--- src/rtl/seven_seg_digit_scanner.sv ---
`default_nettype none
// ============================================================================
// Module      : seven_seg_digit_scanner
// Description : Time-multiplexes an N-digit hex value onto a shared 4-bit
//               nibble bus with one-hot digit enables. A guard gap before
//               each digit hides the downstream encoder latency. New values
//               are double-buffered and take effect only at frame boundaries.
// Revision    : 1.0 - initial release
// ============================================================================
module seven_seg_digit_scanner #(
  parameter int NUM_DIGITS   = 2,
  parameter int DIGIT_CYCLES = 25000,
  parameter int GUARD_CYCLES = 250
) (
  input  logic                    i_Clk,
  input  logic                    i_Rst_L,
  input  logic [4*NUM_DIGITS-1:0] i_Value,
  input  logic                    i_Load,
  input  logic                    i_Blank_Lz,
  output logic [3:0]              o_Binary_Num,
  output logic [NUM_DIGITS-1:0]   o_Digit_En,
  output logic                    o_Frame_Done
);

  localparam int MAX_CYCLES = (DIGIT_CYCLES > GUARD_CYCLES) ? DIGIT_CYCLES : GUARD_CYCLES;
  localparam int CW         = (MAX_CYCLES > 1) ? $clog2(MAX_CYCLES) : 1;
  localparam int IW         = $clog2(NUM_DIGITS);
  localparam int VW         = 4 * NUM_DIGITS;

  localparam logic [CW-1:0] C_GUARD_LAST = CW'(GUARD_CYCLES - 1);
  localparam logic [CW-1:0] C_DIGIT_LAST = CW'(DIGIT_CYCLES - 1);
  localparam logic [IW-1:0] C_LAST_IDX   = IW'(NUM_DIGITS - 1);

  typedef enum logic [0:0] {
    ST_GUARD = 1'b0,
    ST_SHOW  = 1'b1
  } state_e;

  state_e                  state_q, state_d;
  logic [CW-1:0]           cnt_q, cnt_d;
  logic [IW-1:0]           idx_q, idx_d;
  logic [VW-1:0]           active_q, active_d;
  logic [VW-1:0]           pend_q, pend_d;
  logic                    pend_valid_q, pend_valid_d;
  logic [3:0]              nib_q, nib_d;
  logic [NUM_DIGITS-1:0]   en_q, en_d;
  logic                    frame_done_q, frame_done_d;

  logic [NUM_DIGITS-1:0]   blank;
  logic                    hi_zero;
  logic [3:0]              nib_sel;

  // Leading-zero mask: a digit is blanked when it and every digit above it are zero.
  always_comb begin
    blank   = '0;
    hi_zero = 1'b1;
    for (int k = NUM_DIGITS - 1; k >= 1; k--) begin
      hi_zero  = hi_zero && (active_q[4*k +: 4] == 4'd0);
      blank[k] = i_Blank_Lz && hi_zero;
    end
  end

  // Sequencer next state, double-buffer transfer and registered output values.
  always_comb begin
    state_d      = state_q;
    cnt_d        = cnt_q + 1'b1;
    idx_d        = idx_q;
    active_d     = active_q;
    pend_d       = pend_q;
    pend_valid_d = pend_valid_q;
    nib_d        = nib_q;
    frame_done_d = 1'b0;
    en_d         = '0;
    nib_sel      = 4'd0;

    case (state_q)
      ST_GUARD: begin
        if (cnt_q == C_GUARD_LAST) begin
          state_d = ST_SHOW;
          cnt_d   = '0;
        end
      end
      ST_SHOW: begin
        if (cnt_q == C_DIGIT_LAST) begin
          state_d = ST_GUARD;
          cnt_d   = '0;
          if (idx_q == C_LAST_IDX) begin
            idx_d        = '0;
            frame_done_d = 1'b1;
            if (pend_valid_q) begin
              active_d = pend_q;
            end
            pend_valid_d = 1'b0;
          end else begin
            idx_d = idx_q + 1'b1;
          end
        end
      end
      default: begin
        state_d = ST_GUARD;
        cnt_d   = '0;
      end
    endcase

    // A load on the boundary edge lands after the transfer, so set beats clear.
    if (i_Load) begin
      pend_d       = i_Value;
      pend_valid_d = 1'b1;
    end

    // The nibble only moves on the SHOW->GUARD edge, giving the encoder a full guard gap.
    for (int k = 0; k < NUM_DIGITS; k++) begin
      if (idx_d == IW'(k)) begin
        nib_sel = active_d[4*k +: 4];
      end
    end
    if ((state_q == ST_SHOW) && (state_d == ST_GUARD)) begin
      nib_d = nib_sel;
    end

    if ((state_d == ST_SHOW) && !blank[idx_d]) begin
      en_d[idx_d] = 1'b1;
    end
  end

  // State and output registers with asynchronous active-low reset.
  always_ff @(posedge i_Clk or negedge i_Rst_L) begin
    if (!i_Rst_L) begin
      state_q      <= ST_GUARD;
      cnt_q        <= '0;
      idx_q        <= '0;
      active_q     <= '0;
      pend_q       <= '0;
      pend_valid_q <= 1'b0;
      nib_q        <= 4'd0;
      en_q         <= '0;
      frame_done_q <= 1'b0;
    end else begin
      state_q      <= state_d;
      cnt_q        <= cnt_d;
      idx_q        <= idx_d;
      active_q     <= active_d;
      pend_q       <= pend_d;
      pend_valid_q <= pend_valid_d;
      nib_q        <= nib_d;
      en_q         <= en_d;
      frame_done_q <= frame_done_d;
    end
  end

  assign o_Binary_Num = nib_q;
  assign o_Digit_En   = en_q;
  assign o_Frame_Done = frame_done_q;

endmodule
`default_nettype wire

--- config.mk ---
export PLATFORM = sky130hd
export DESIGN_NAME = seven_seg_digit_scanner
export DESIGN_NICKNAME = d
export VERILOG_FILES = /design/src/rtl/seven_seg_digit_scanner.sv
export SDC_FILE = /design/constraint.sdc
export NUM_CORES = 1
export LEC_CHECK = 0
export ABC_CLOCK_PERIOD_IN_PS = 3600
export BUFFER_PORTS_ARGS = -buffer_cell sky130_fd_sc_hd__buf_2
export CAP_MARGIN = 20
export CORE_MARGIN = 3
export CORE_UTILIZATION = 45
export DETAILED_ROUTE_END_ITERATION = 10
export HOLD_SLACK_MARGIN = 0.05
export SLEW_MARGIN = 0
export SYNTH_ARGS = -nofsm -noshare
export SYNTH_HDL_FRONTEND = slang
export SYNTH_SLANG_ARGS = --single-unit
--- constraint.sdc ---
create_clock -name i_Clk -period 3.6 [get_ports i_Clk]
set_input_delay 0.18 -clock i_Clk [delete_from_list [all_inputs] [get_ports i_Clk]]
set_output_delay 0.18 -clock i_Clk [all_outputs]
set_load 0.005 [all_outputs]
[Word-level counts from Yosys, hierarchy flattened]
Cells that the tools add are included.
W data, S select, Z words.
Word-level totals
  memory bits (read-only): 0
  latch bits: 0
  logic and storage cells: 53
  flip-flop bits (word level): 41
  output and inout port bits: 7
  input port bits: 12
  memories kept: 0
  RAM bits: 0
Cells by class
  reductions and logical operators: 10
  add/sub/neg operators: 2
  shift operators: 0
  multiplexer cells: 26
  equality and inequality tests: 2
  bitwise gates (word level): 2
  div/mod/pow operators: 0
  order comparisons: 2
  $mul: 0
Operators with widths (count)
  $mux W8: 4
  $mux W15: 2
  $pmux W15 S2: 1
  $add A15 B1 Y15 const B: 1
  $eq A15 B15 Y1 const B: 1
  $eq A15 B8 Y1 const B: 1
  $mux W1: 15
  $reduce_bool A2 Y1: 3
  $logic_and A1 B1 Y1: 4
  $logic_not A4 Y1: 1
  $mux W4: 1
  $reduce_and A3 Y1: 1
  $lt A1 B2 Y1 const B: 1
  $mux W2: 1
  $not A1 Y1: 2
  $pmux W1 S2: 1
  $add A1 B1 Y1 const B: 1
  $demux W1 S1: 1
  $ge A1 B1 Y1 const B: 1
  $logic_not A1 Y1: 1

[Longest topological paths before layout]
  depth in word-level cells: 9
  mapped depth: 9
  depth with buffers taken out: 9

[Least setup slack after synthesis]
Ideal clock, no wire load.
  kind: register -> register
  start point: reg cnt_q[10]
  end point: reg nib_q[2] (netlist: o_Binary_Num[2])
  library setup time: 0.125 ns
  period minus slack after synthesis: 2.705 ns
  arrival: 2.580 ns
  path buffers: 0
  setup slack: 0.895 ns
  data required time: 3.475 ns
  stages on the path, launching flop included: 9
  cells stage by stage: dfrtp_1 or4_4 or4_4 clkinv_2 ha_1 nor4b_1 a211oi_1 o221a_2 mux2_4
On the way
  longest elaborated chain between the ends: 5
  elaborated cells between the ends (all ways): 12
  those cells by class: 2 x eq/ne; 8 x mux; 1 x bitwise; 1 x reduce/logical
Ends and longest elaborated chain
  start, declared: line 40  | logic [CW-1:0] cnt_q, cnt_d;
  start signal, assigned: line 140  | cnt_q <= cnt_d;
  $eq A15 B15 Y1 or $eq A15 B8 Y1 (tied branches): line 84, 78
  $mux W1, on equally long branches: line 84, 78
  $pmux W1 S2: line 76  | case (state_q)
  $not A1 Y1: line 117  | if ((state_q == ST_SHOW) && (state_d == ST_GUARD)) begin
  $logic_and A1 B1 Y1: line 117
  end signal, assigned: line 145  | nib_q <= nib_d;
  end, declared: line 45  | logic [3:0] nib_q, nib_d;
Parallel ways exist; a longest one is shown, timed or not.
A chain may end at the register's enable or synchronous reset.

[Worst setup path after layout]
Same ends and word-level chain as after synthesis.

==> impl_metrics.tcl <==
set metrics [dict create \
    cp-end-kind "flip-flop" \
    whs_ns 0.00379 \
    clk_path_buf_depth 2 \
    die_w_um 73.0 \
    rsz0062_at_grt "false" \
    async_reset_ff_frac 1.00 \
    syn_nets 185 \
    grt_pass1_vias 1319 \
    clk_pin_slew_ns 0.07 \
    viasPerCell 5.53 \
    syn_avg_cell_area_um2 11.9 \
    hold_violations 0 \
    crit_path_start_kind "flip-flop" \
    tritoncts "done" \
    ant_nets 0 \
    post-route-period-util 0.790 \
    synth_flop_cell "dfrtp_1" \
    numCtsBuffers 5 \
    slew_headroom 0.414 \
    worstHoldPathType "in2async" \
    drc 0 \
    grt_use_met3 0.0634 \
    drt_iter0_markers 46 \
    critPathRequiredTime_ns 3.78 \
    final-setup-viol-count 0 \
    maxCapViolations 0 \
    seq_area_frac_synth 0.508 \
    syn_area_um2 2020 \
    power_density_nw_per_um2 361 \
    syn_inst 170 \
    ys_types 38 \
    clock_skew_ns 0.00357 \
    io_buffers 18 \
    fmax_mhz 352 \
    wl_mm 3.77 \
    cts_resized 0 \
    worstPathArrival_ns 3.02 \
    initial_core_util 0.484 \
    slew_violations 0 \
    grtUsageMet2 0.214 \
    root_buffer "clkbuf_8" \
    period_minus_slack_ns 2.84 \
    reg2reg_slack_ns 0.76 \
    syn_to_final_growth_pct 9.98 \
    grt_max_degree 42 \
    grt_use_total 0.161 \
    dieHeight_um 73.0 \
    antenna_found_initial 0 \
    vias 1315 \
    grt_pass1_wl_mm 6.45 \
    layout.nets 203 \
    ios 19 \
    dp.final_hpwl_mm 2.65 \
    grt_util_met1 0.238 \
    first_pass_iters 4 \
    gp_congestion 0.822 \
    wire_per_inst_um 15.8 \
    dpl_cell_area_um2 2130 \
    cts_sinks 41 \
    synth-seq-cells 41 \
    drive_above_1_share 0.340 \
    fp.coreArea_um2 4170 \
    ctsHtreeMaxLevel 2 \
    top_usage_layer "met1" \
    insertion_delay_ns 0.29 \
    fin_tns_setup_ns 0 \
    worstMarginPinSlew_ns 0.879 \
    grt-ovfl-total 0 \
    die-area_um2 5320 \
    hold_buffers 0 \
    postCtsSetupRepairBufs 0 \
    crit_type "reg2reg" \
    synth_edf_count 0 \
    stdcell_area_um2 2220 \
    ir_drop_v 0.000205 \
    diodes 0 \
    path_max_fanout 5 \
    p_leak_uw 0.00107 \
    yosysWarningCount 0 \
    outcome "completed" \
    rows 23 \
]
## critical path, stage by stage, from the launching register on
cell      delay, ns
dfrtp_1        0.42
or4_4          0.58
or4_4          0.56
clkinv_2       0.09
ha_1           0.28
nor4b_1        0.33
a211oi_1       0.09
o221a_2        0.14
mux2_4         0.26
## metal layers
metal	routed length [um]	vias to the layer above
li1	-	644
met1	1940	643
met2	1590	22
met3	181	6
met4	51	0
met5	0	-
## sequential cells by signal, indices dropped and copies added, names as in the netlist
name	cells
cnt_q	15
active_q	8
pend_q	8
o_Binary_Num	4
o_Digit_En	2
idx_q	1
o_Frame_Done	1
pend_valid_q	1
state_q	1
## logic make-up after synthesis
| group | share of synthesized area |
|---|---|
| compound gates | 0.0564 |
| xor+xnor | 0.0564 |
| simple gates | 0.184 |
| flops | 0.508 |
| mux | 0.146 |
| buf+inv | 0.0304 |
| fa+ha+maj | 0.0186 |
## cells in the mapped netlist, drive strengths merged (2+ instances only)
master,count,share of area
nor4,4,0.015
nand4b,2,0.0087
a211oi,2,0.0074
o221ai,3,0.013
clkbuf,6,0.016
nand2,8,0.019
o221a,4,0.022
mux2,24,0.14
nand3,3,0.0099
and3b,3,0.013
xor2,5,0.022
nor3,2,0.0050
inv,5,0.0093
nor4b,2,0.0087
dfrtp,41,0.51
ha,3,0.019
or2,4,0.012
or4,2,0.011
nor2,18,0.033
nand4,6,0.019
xnor2,8,0.035
a21oi,4,0.0099
## power breakdown
part           switching, uW  leakage [uW]  internal [uW]
sequential              6.55      0.000535            469
combinational           13.9      0.000487           12.9
clock                    147     0.0000443            152
## stage by stage
step | total power (uW) | setup slack [ns] | std cells | util
final | 802 | 0.758 | 238 | 0.532
after global routing | 837 | 0.585 | 238 | 0.532
after CTS | 811 | 0.729 | 238 | 0.532
after detailed placement | 513 | 0.755 | 231 | 0.511
after global placement | 512 | 0.837 | 231 | 0.511
after floorplan | 494 | 0.895 | 170 | -
## final cells by class
class                           instances  area [um^2]
Timing Repair Buffer                   18         90.1
Tap cell                               50         62.6
Multi-Input combinational cell        116          931
Fill cell                             365         1950
Clock buffer                            7         86.3
Inverter                                6         23.8
Sequential cell                        41         1030
## path summary, 6_finish.rpt
| path | depth (start not counted) | start | endpoint |
|---|---|---|---|
| min | 1 | i_Rst_L | cnt_q[12] |
| min reg2reg | 1 | o_Binary_Num[1] | o_Binary_Num[1] |
| min in group i_Clk | 2 | i_Blank_Lz | o_Digit_En[1] |
| max reg2reg | 8 | cnt_q[10] | o_Binary_Num[2] |
| max in group asynchronous | 1 | i_Rst_L | active_q[3] |
| max | 8 | cnt_q[10] | o_Binary_Num[2] |
## placed cells by master (no fill, tap or decap), types with 5 or more instances in the layout
cell type  instances
dfrtp_1           41
mux2_2            20
nor2_1            18
buf_2             18
xnor2_1            8
nand2_1            7
nand4_1            6
clkbuf_8           6
inv_1              5
xor2_1             5
(Power assumes the default switching activity.)
